## src/rtl/rf_pkg.sv

```systemverilog
// Shared constants for the multi-port register bank and its read ports.
package rf_pkg;

    // Default geometry of the bank.
    localparam int DEF_WIDTH = 16;
    localparam int DEF_DEPTH = 16;

    // Write port 1 has priority over write port 0 on an address collision.
    localparam int WR1_HI = 1;

    // Values for the ZERO_REG parameter.
    localparam int ZERO_REG_EN  = 1;
    localparam int ZERO_REG_DIS = 0;

endpackage : rf_pkg

```

## src/rtl/rf_read_port.sv

```systemverilog
// One asynchronous read port: address decode, write-through bypass mux and
// ready flag derived from the scoreboard.
module rf_read_port
    import rf_pkg::*;
#(
    parameter int WIDTH    = DEF_WIDTH,
    parameter int DEPTH    = DEF_DEPTH,
    parameter int AW       = $clog2(DEPTH),
    parameter int ZERO_REG = ZERO_REG_DIS
) (
    input  logic             rst,
    input  logic [AW-1:0]    addr,
    input  logic [WIDTH-1:0] stored,
    input  logic [DEPTH-1:0] pending,
    input  logic             wr0_en,
    input  logic [AW-1:0]    wr0_reg,
    input  logic [WIDTH-1:0] wr0_data,
    input  logic             wr1_en,
    input  logic [AW-1:0]    wr1_reg,
    input  logic [WIDTH-1:0] wr1_data,
    output logic [WIDTH-1:0] data,
    output logic             ready
);

    logic w_zero;
    logic w_hit0;
    logic w_hit1;

    // Bypass is disabled during reset so the read reflects the stored value.
    assign w_zero = (ZERO_REG != 0) && (addr == '0);
    assign w_hit1 = !rst && wr1_en && (wr1_reg == addr);
    assign w_hit0 = !rst && wr0_en && (wr0_reg == addr);

    // Read mux: hardwired zero, then high-priority write, then low, then storage.
    always_comb begin
        data = stored;
        if (w_zero) begin
            data = '0;
        end else if (w_hit1) begin
            data = wr1_data;
        end else if (w_hit0) begin
            data = wr0_data;
        end
    end

    // A register being written this cycle can be consumed through the bypass.
    assign ready = ~pending[addr] | w_hit1 | w_hit0;

endmodule : rf_read_port

```

## src/rtl/bank_register_mp.sv

```systemverilog
// Register bank with two bypassed read ports, two prioritised write ports,
// synchronous clear, optional zero register and a per-register pending bit.
module bank_register_mp
    import rf_pkg::*;
#(
    parameter int WIDTH    = DEF_WIDTH,
    parameter int DEPTH    = DEF_DEPTH,
    parameter int AW       = $clog2(DEPTH),
    parameter int ZERO_REG = ZERO_REG_DIS
) (
    input  logic             clk,
    input  logic             rst,
    input  logic [AW-1:0]    src_reg,
    input  logic [AW-1:0]    dst_reg,
    output logic [WIDTH-1:0] a,
    output logic [WIDTH-1:0] b,
    output logic             a_ready,
    output logic             b_ready,
    input  logic             wr0_en,
    input  logic [AW-1:0]    wr0_reg,
    input  logic [WIDTH-1:0] wr0_data,
    input  logic             wr1_en,
    input  logic [AW-1:0]    wr1_reg,
    input  logic [WIDTH-1:0] wr1_data,
    input  logic             lock_en,
    input  logic [AW-1:0]    lock_reg,
    output logic [DEPTH-1:0] pending,
    output logic             wr_conflict
);

    logic [WIDTH-1:0] r_mem [DEPTH];
    logic [DEPTH-1:0] r_pending;
    logic [DEPTH-1:0] w_pending_next;
    logic             w_wr0_ok;
    logic             w_wr1_ok;

    // Writes to the hardwired zero register are discarded.
    assign w_wr0_ok = wr0_en && !((ZERO_REG != 0) && (wr0_reg == '0));
    assign w_wr1_ok = wr1_en && !((ZERO_REG != 0) && (wr1_reg == '0));

    // Storage update; the higher-priority port is applied last so it wins.
    always_ff @(posedge clk) begin
        if (rst) begin
            for (int i = 0; i < DEPTH; i++) begin
                r_mem[i] <= '0;
            end
        end else if (WR1_HI != 0) begin
            if (w_wr0_ok) r_mem[wr0_reg] <= wr0_data;
            if (w_wr1_ok) r_mem[wr1_reg] <= wr1_data;
        end else begin
            if (w_wr1_ok) r_mem[wr1_reg] <= wr1_data;
            if (w_wr0_ok) r_mem[wr0_reg] <= wr0_data;
        end
    end

    // Next scoreboard state per register: a fresh lock beats a retiring write.
    generate
        for (genvar gi = 0; gi < DEPTH; gi++) begin : g_pend
            if ((ZERO_REG != 0) && (gi == 0)) begin : g_zero
                assign w_pending_next[gi] = 1'b0;
            end else begin : g_live
                logic w_lock_hit;
                logic w_wr_hit;
                assign w_lock_hit = lock_en && (lock_reg == AW'(gi));
                assign w_wr_hit   = (wr0_en && (wr0_reg == AW'(gi))) ||
                                    (wr1_en && (wr1_reg == AW'(gi)));
                assign w_pending_next[gi] = w_lock_hit ? 1'b1 :
                                            w_wr_hit   ? 1'b0 : r_pending[gi];
            end
        end
    endgenerate

    // Scoreboard register.
    always_ff @(posedge clk) begin
        if (rst) begin
            r_pending <= '0;
        end else begin
            r_pending <= w_pending_next;
        end
    end

    assign pending     = r_pending;
    assign wr_conflict = wr0_en & wr1_en & (wr0_reg == wr1_reg);

    rf_read_port #(
        .WIDTH(WIDTH), .DEPTH(DEPTH), .AW(AW), .ZERO_REG(ZERO_REG)
    ) u_port_a (
        .rst(rst), .addr(src_reg), .stored(r_mem[src_reg]), .pending(r_pending),
        .wr0_en(wr0_en), .wr0_reg(wr0_reg), .wr0_data(wr0_data),
        .wr1_en(wr1_en), .wr1_reg(wr1_reg), .wr1_data(wr1_data),
        .data(a), .ready(a_ready)
    );

    rf_read_port #(
        .WIDTH(WIDTH), .DEPTH(DEPTH), .AW(AW), .ZERO_REG(ZERO_REG)
    ) u_port_b (
        .rst(rst), .addr(dst_reg), .stored(r_mem[dst_reg]), .pending(r_pending),
        .wr0_en(wr0_en), .wr0_reg(wr0_reg), .wr0_data(wr0_data),
        .wr1_en(wr1_en), .wr1_reg(wr1_reg), .wr1_data(wr1_data),
        .data(b), .ready(b_ready)
    );

endmodule : bank_register_mp

```

## config.mk

```make
export PLATFORM = sky130hd
export DESIGN_NAME = bank_register_mp
export DESIGN_NICKNAME = d
export VERILOG_FILES = /design/src/rtl/rf_pkg.sv /design/src/rtl/rf_read_port.sv /design/src/rtl/bank_register_mp.sv
export SDC_FILE = /design/constraint.sdc
export NUM_CORES = 1
export LEC_CHECK = 0
export CAP_MARGIN = 20
export CORE_AREA = 2 2 190 192
export CTS_BUF_LIST = sky130_fd_sc_hd__clkbuf_16
export DETAILED_ROUTE_END_ITERATION = 10
export DIE_AREA = 0 0 192 194
export PLACE_DENSITY = 0.71
export SYNTH_ARGS = -nofsm -noshare
export SYNTH_HDL_FRONTEND = slang
export SYNTH_SLANG_ARGS = --single-unit
export TNS_END_PERCENT = 30
```

## constraint.sdc

```tcl
create_clock -name clk -period 4.6 [get_ports clk]
set_clock_uncertainty 0.15 [all_clocks]
set_input_delay 0.92 -clock clk [delete_from_list [all_inputs] [get_ports clk]]
set_output_delay 0.92 -clock clk [all_outputs]
set_load 0.05 [all_outputs]
```

== Word level (Yosys, flattened, before mapping) ==
Memories as Yosys holds them, arrays and structs flattened.
Cells that the tools add are included.
Operators by class
  reductions and logical operators: 92
  bitwise operators: 8
  mux-type cells: 54
  order comparisons: 2
  equality and inequality tests: 50
Operators with widths (count)
  4-bit equality test, second input constant: 24
  16-bit two-way mux: 6
  1-bit logical AND: 54
  4-bit by 3-bit equality test with 1-bit output, second input constant: 12
  1-bit two-way mux: 44
  2-bit nonzero test: 16
  16-bit OR reduction: 2
  4-bit by 2-bit equality test with 1-bit output, second input constant: 6
  4-bit equality test: 5
  1-bit logical OR: 16
  4-bit by 1-bit equality test with 1-bit output, second input constant: 3
  4-bit zero test: 3
  4-bit by 5-bit less-than comparator with 1-bit output, second input constant: 2
  1-bit binary-select mux with 4-bit select: 2
  4-bit two-way mux: 2
  1-bit OR: 4
  1-bit AND: 2
  1-bit inverter: 2
  1-bit zero test: 1
Word-level totals
  bits in writable memories: 256
  output and inout port bits: 51
  memories kept: 1
  word-level logic and storage cells: 223
  flip-flop bits (word level): 16
  input port bits: 57
Memories
  r_mem: words 16, bits a word 16, read ports 2, clocked after Yosys merged registers in 0, wr ports 16, RTL line bank_register_mp.sv:31  | logic [WIDTH-1:0] r_mem [DEPTH];

== Longest topological paths before layout ==
  depth in word-level cells: 5
  depth in mapped cells: 9
  mapped depth without buffers: 5

== Cells and area by module ==
From an unflattened synthesis, not the netlist that was laid out.
Second synthesis, totals
  cell total of the unflattened synthesis: 1357
  area total of the unflattened synthesis: 17702.0 sq um
Modules (own cells, without submodules)
  bank_register_mp: instances 1, cells each 1155, area each 16130.5 sq um, sequential area each 8007.7 sq um
  rf_read_port: instances 2, cells each 101, area each 785.8 sq um, sequential area each 0.0 sq um

== Worst setup path before layout ==
OpenSTA, ideal clock, no wires.
  path kind: input port to output port
  start: input port wr1_reg[1]
  end: output port wr_conflict
  cell stages on the path: 5
  setup slack: 0.634 ns
  required time: 3.530 ns
  arrival time: 2.896 ns
  path buffers: 2
  cell sequence: buf_2 -> buf_4 -> xnor2_1 -> nand3_1 -> nor4_1
Between the ends
  longest elaborated chain between the ends: 2
RTL lines
  start: declaration: RTL line bank_register_mp.sv:23  | input logic [AW-1:0] wr1_reg,
  4-bit equality test: RTL line bank_register_mp.sv:83  | assign wr_conflict = wr0_en & wr1_en & (wr0_reg == wr1_reg);
  1-bit AND: RTL line bank_register_mp.sv:83
  end: declaration: RTL line bank_register_mp.sv:28  | output logic wr_conflict
No other way between the ends.

== Final worst setup path ==
  start: input port src_reg[1]
  end: output port a[2]
Between the ends
  longest elaborated chain between the ends: 4
  elaborated cells on any way between the ends: 7
  those cells by class: eq/ne: 2; mux: 2; reduce/logical: 2; memory: 1
RTL lines
  start: declaration: RTL line bank_register_mp.sv:13  | input logic [AW-1:0] src_reg,
  parallel branches: the longest is 3 deep, another holds memory 16 x 16 bit
  16-bit two-way mux (*): RTL line rf_read_port.sv:39  | end else if (w_hit1) begin
  end: declaration: RTL line bank_register_mp.sv:15  | output logic [WIDTH-1:0] a,
Every way passes the cells marked *.

==> summary by stage <==
Status
The run finished with clean final reports.

Detailed routing
The number of DRC markers after the initial detailed-route iteration is 1753. The total number of vias is 13500. The number of nets with antenna violations after detailed routing is 0.

The first-pass iteration count of the detailed router is 5. In the routed layout, each cell is associated on average with a via count of 7.39. In the routed design, unresolved DRC markers number 0. Dividing the detail-routed wire length by the instance count gives 32.7 um. The detailed-route wire length is 59.6 mm.

Global routing
The via count of the first global-routing pass is 13400. The initial antenna violation count is 2. The aggregate global-route resource usage is 31.7%.

Summed over all layers, the global routing overflow is 0. The first global-routing pass estimated 86.9 mm of wire. The maximum number of pins on one net before global-route repair is 62.

Critical path
The critical path in this run is classified as in -> out. Across all register-to-register paths, the minimum setup slack is 3.65 ns. Measured in cells, the most critical reg-to-reg path has a length of 2. The top fanout value on the critical path is 16. The most common cell type on the critical path is sky130_fd_sc_hd__buf_4.

The buffer and inverter count on the worst path is 3. In this design, the largest share of critical-path delay is due to simple AND/OR/NAND/NOR gates. The largest single stage delay on the critical path is 0.79 ns.

STA puts the critical path data arrival time at 3.41 ns. The worst register-to-register path begins at pending[12]$_SDFFE_PP0P_. The worst setup path is launched from an input pin.

The end of the worst register-to-register path is pending[12]$_SDFFE_PP0P_. The critical path goes through buf_4 > nor2b_1 > buf_4 > a221oi_1 > o21ai_0 > nand4_1 > o221a_2 > buf_12. The largest individual stage delay along the critical path comes from the cell sky130_fd_sc_hd__nor2b_1. The worst setup path is captured at a primary output.

Data on the critical path is required at its endpoint by 3.53 ns.

Power and ir drop
The portion of total power attributed to the clock network is 36.0%. The switching share of total power is 27.8%. The leakage power summed over all cells is 7.16 nW. The analysis attributes to net switching a power of 1.93 mW. Power spread over the standard cell area amounts to 343 nW/um^2. The part of the total power dissipated in combinational logic is 21.1%. The internal power of the cells totals 5.00 mW. The share of total power dissipated in sequential elements is 42.9%. The total power of the final layout is 6.92 mW. The largest voltage drop on the vdd net is 0.294 mV.

Clock network
Clock latency on the worst-skew pair, taken at its later pin, is 0.56 ns. The CTS tree is done. In this run the number of H-tree levels came out at 1.

The buffer cell driving the clock tree root is sky130_fd_sc_hd__clkbuf_16. Counting the buffers created by CTS gives 29. The number of resized instances in the post-cts repair step is 0.

The number of hold buffers added after CTS was 0. The largest buffer count on any clock path is 3. The clock net in this run drives a total of 272 sinks. The number of post-CTS setup repair buffers is 0. The clock transition at the registers of the reported paths is 0.07 ns.

Floorplan
The area of the core region is 35200 um^2. 108 I/O pins were placed. The die covers 37200 um^2. The initial core utilization is 49.4%. The x dimension of the die is 192 um. The total number of placement rows is 69. The die boundary height is 194 um.

Yosys
The mapped netlist covers 17400 um^2. Summed over all instances, the cell type with the most area after synthesis is sky130_fd_sc_hd__edfxtp_1. After synthesis, the largest area contributor takes up 44.2% of total cell area. By area the synthesized netlist is led by sky130_fd_sc_hd__edfxtp_1 (44%), sky130_fd_sc_hd__a22o_1 (13%), sky130_fd_sc_hd__mux4_2 (12%), sky130_fd_sc_hd__mux2i_1 (4.7%), sky130_fd_sc_hd__o221a_2 (2.1%). The synthesized netlist devotes 1.01% of its cell area to XOR and XNOR gates.

The most used flip-flop cell after synthesis is sky130_fd_sc_hd__edfxtp_1. The average cell area after synthesis is 13.5 um^2. The mux contribution to synthesized area is 19.7%.

By area, the combinational part of the netlist is dominated by multiplexers. The number of distinct library cells after synthesis is 68. The async set-or-reset flop fraction in the synthesized netlist is 0%. The cell count after synthesis came out at 1284. Synthesis produced a netlist with a net count of 1341. Summing the areas of all fa, ha and maj instances in the mapped netlist gives 0% of the synthesized area. The number of synthesized register bits is 272.

By count the netlist is led by sky130_fd_sc_hd__a22o_1 (256), sky130_fd_sc_hd__edfxtp_1 (256), sky130_fd_sc_hd__mux4_2 (91). During synthesis, Yosys emitted a total of 0 warnings. The area fraction in compound gates after synthesis is 18.5%. After synthesis, flip-flops and latches occupy 46.0% of the total area. The synthesized netlist devotes 8.44% of its cell area to simple gates. In this run, synthesis inferred 256 flip-flops with an integrated enable.

Worst hold path
Counting instances, the worst hold path has a depth of 2. The terminating pin of the worst hold path is pending[13]$_SDFFE_PP0P_. The classification of the worst-slack hold path is reg -> reg. In this run the most critical hold path is launched from pending[13]$_SDFFE_PP0P_.

STA
After layout, the worst path uses 97.5% of the clock period. The final worst setup slack is 0.116 ns. The hold violation total from the final report is 0. The final number of max-transition violations came to 0.

The total setup violations reported at the end of the flow is 0. At the pin with the least slew margin, the transition time is 0.974 ns. The routed design could run at a clock period as short as 4.48 ns. The maximum achievable frequency is 0.223 GHz. The worst max-slew margin expressed relative to the limit is 35.0%. Setup repair after global routing left no endpoint under its margin. For the final routed database, the setup TNS stands at 0 ns.

Placed design
The number of placed cells counting well taps is 1769. The worst setup slack before clock tree synthesis is 0.217 ns. The weighted congestion at the end of routability-driven global placement is 0.961.

Detailed placement ended at an HPWL of 37.6 mm. The port buffer count is 107.

Cells and area
The area growth from synthesis to layout is 16.0%. The filler cells instantiated in the layout total 2736. The number of standard cells in the final layout excluding fillers is 1824. The total number of nets in the final design is 1396.

The fraction of final layout cells with drive strength greater than 1 is 28.8%.

Run
Max-cap violations in this run came to 0.
-- worst reg2reg max path, stage by stage (launching register included) --
cell	delay [ns]
sky130_fd_sc_hd__dfxtp_1	0.40
sky130_fd_sc_hd__inv_1	0.07
sky130_fd_sc_hd__o21ai_0	0.24
-- stage by stage --
| step | util (%) | hold WS (ns) | area, um^2 |
|---|---|---|---|
| floorplan | - | 0.536 | 17400 |
| global placement | 54.4 | 0.336 | 19200 |
| detailed placement | 54.4 | 0.351 | 19200 |
| CTS | 57.2 | 0.368 | 20200 |
| global route | 57.2 | 0.397 | 20200 |
| finish | 57.3 | 0.378 | 20200 |
-- cell usage in the layout (no fill, tap or decap), types with 4 or more instances in the layout --
cell type                           n
sky130_fd_sc_hd__nand3b_1           6
sky130_fd_sc_hd__buf_12            39
sky130_fd_sc_hd__edfxtp_1         256
sky130_fd_sc_hd__o21ai_0           20
sky130_fd_sc_hd__nand2_1           51
sky130_fd_sc_hd__clkinvlp_4         4
sky130_fd_sc_hd__a21oi_1            6
sky130_fd_sc_hd__buf_4            102
sky130_fd_sc_hd__o221ai_2           7
sky130_fd_sc_hd__a2bb2oi_1         16
sky130_fd_sc_hd__a221oi_1          15
sky130_fd_sc_hd__mux4_1            13
sky130_fd_sc_hd__clkinv_2           4
sky130_fd_sc_hd__o221a_2           32
sky130_fd_sc_hd__clkdlybuf4s50_1   65
sky130_fd_sc_hd__dfxtp_1           16
sky130_fd_sc_hd__nor2b_1            7
sky130_fd_sc_hd__a22o_1           256
sky130_fd_sc_hd__nand2b_1           7
sky130_fd_sc_hd__clkbuf_16         29
sky130_fd_sc_hd__mux4_2            91
sky130_fd_sc_hd__nand3_1           26
sky130_fd_sc_hd__bufinv_16          6
sky130_fd_sc_hd__nor4_4             6
sky130_fd_sc_hd__mux2i_1           81
sky130_fd_sc_hd__or2_2             15
sky130_fd_sc_hd__mux2_2            15
sky130_fd_sc_hd__and2_1             4
sky130_fd_sc_hd__inv_1             14
sky130_fd_sc_hd__xnor2_1            9
sky130_fd_sc_hd__nand4_1           34
sky130_fd_sc_hd__nor2_1            23
sky130_fd_sc_hd__nor3_2             7
sky130_fd_sc_hd__xor2_1            11
sky130_fd_sc_hd__nor4_2             8
-- per-layer routing --
metal | vias up | routed length [um] | global-route usage (%)
li1 | 5445 | - | -
met1 | 6760 | 22000 | 42.8
met2 | 1074 | 27200 | 48.7
met3 | 202 | 7320 | 7.51
met4 | 0 | 3120 | 14.8
met5 | - | 0 | 0
-- power groups by stage --
stage          logic, mW  registers (mW)  clock network [mW]
2_1_floorplan      0.880            2.99                   0
3_3_place_gp        1.42            3.00                   0
3_5_place_dp        1.43            3.01                   0
4_1_cts             1.44            2.96                2.50
5_1_grt             1.51            2.98                2.59
6_report            1.46            2.97                2.49
-- worst max-delay path by stage --
stage                           from  cells after the start           to  slack, ns
after global routing          wr1_en                      8         a[4]       0.03
after global placement        wr1_en                      8         a[4]       0.25
after CTS                     wr1_en                      8         a[4]       0.21
final                     src_reg[1]                      8         a[2]       0.12
after detailed placement      wr1_en                      8         a[4]       0.22
after floorplan           wr1_reg[1]                      5  wr_conflict       0.63
-- area by class of cell --
class                   count  area, um^2  area share [%]
multi-input cells         818        8330            41.3
flip-flops and latches    272        8010            39.7
repair buffers            209        2210            11.0
clock buffers              29         726            3.60
well taps                 461         577            2.86
clock inverters            24         278            1.38
inverters                   9        33.8           0.168
diodes                      2        5.00          0.0248
-- registers in the layout, indices dropped and copies added (netlist names) --
name / cells
r_mem: 256
pending: 16
-- cell families (layout without fill, tap and decap cells) --
logic type      count (synthesis)  after routing
buf+inv                       194            271
xor+xnor                       20             20
flops                         272            272
other cells                     0              2
simple gates                  227            227
mux                           202            202
compound gates                369            369
Power figures use the tool's default switching activity.
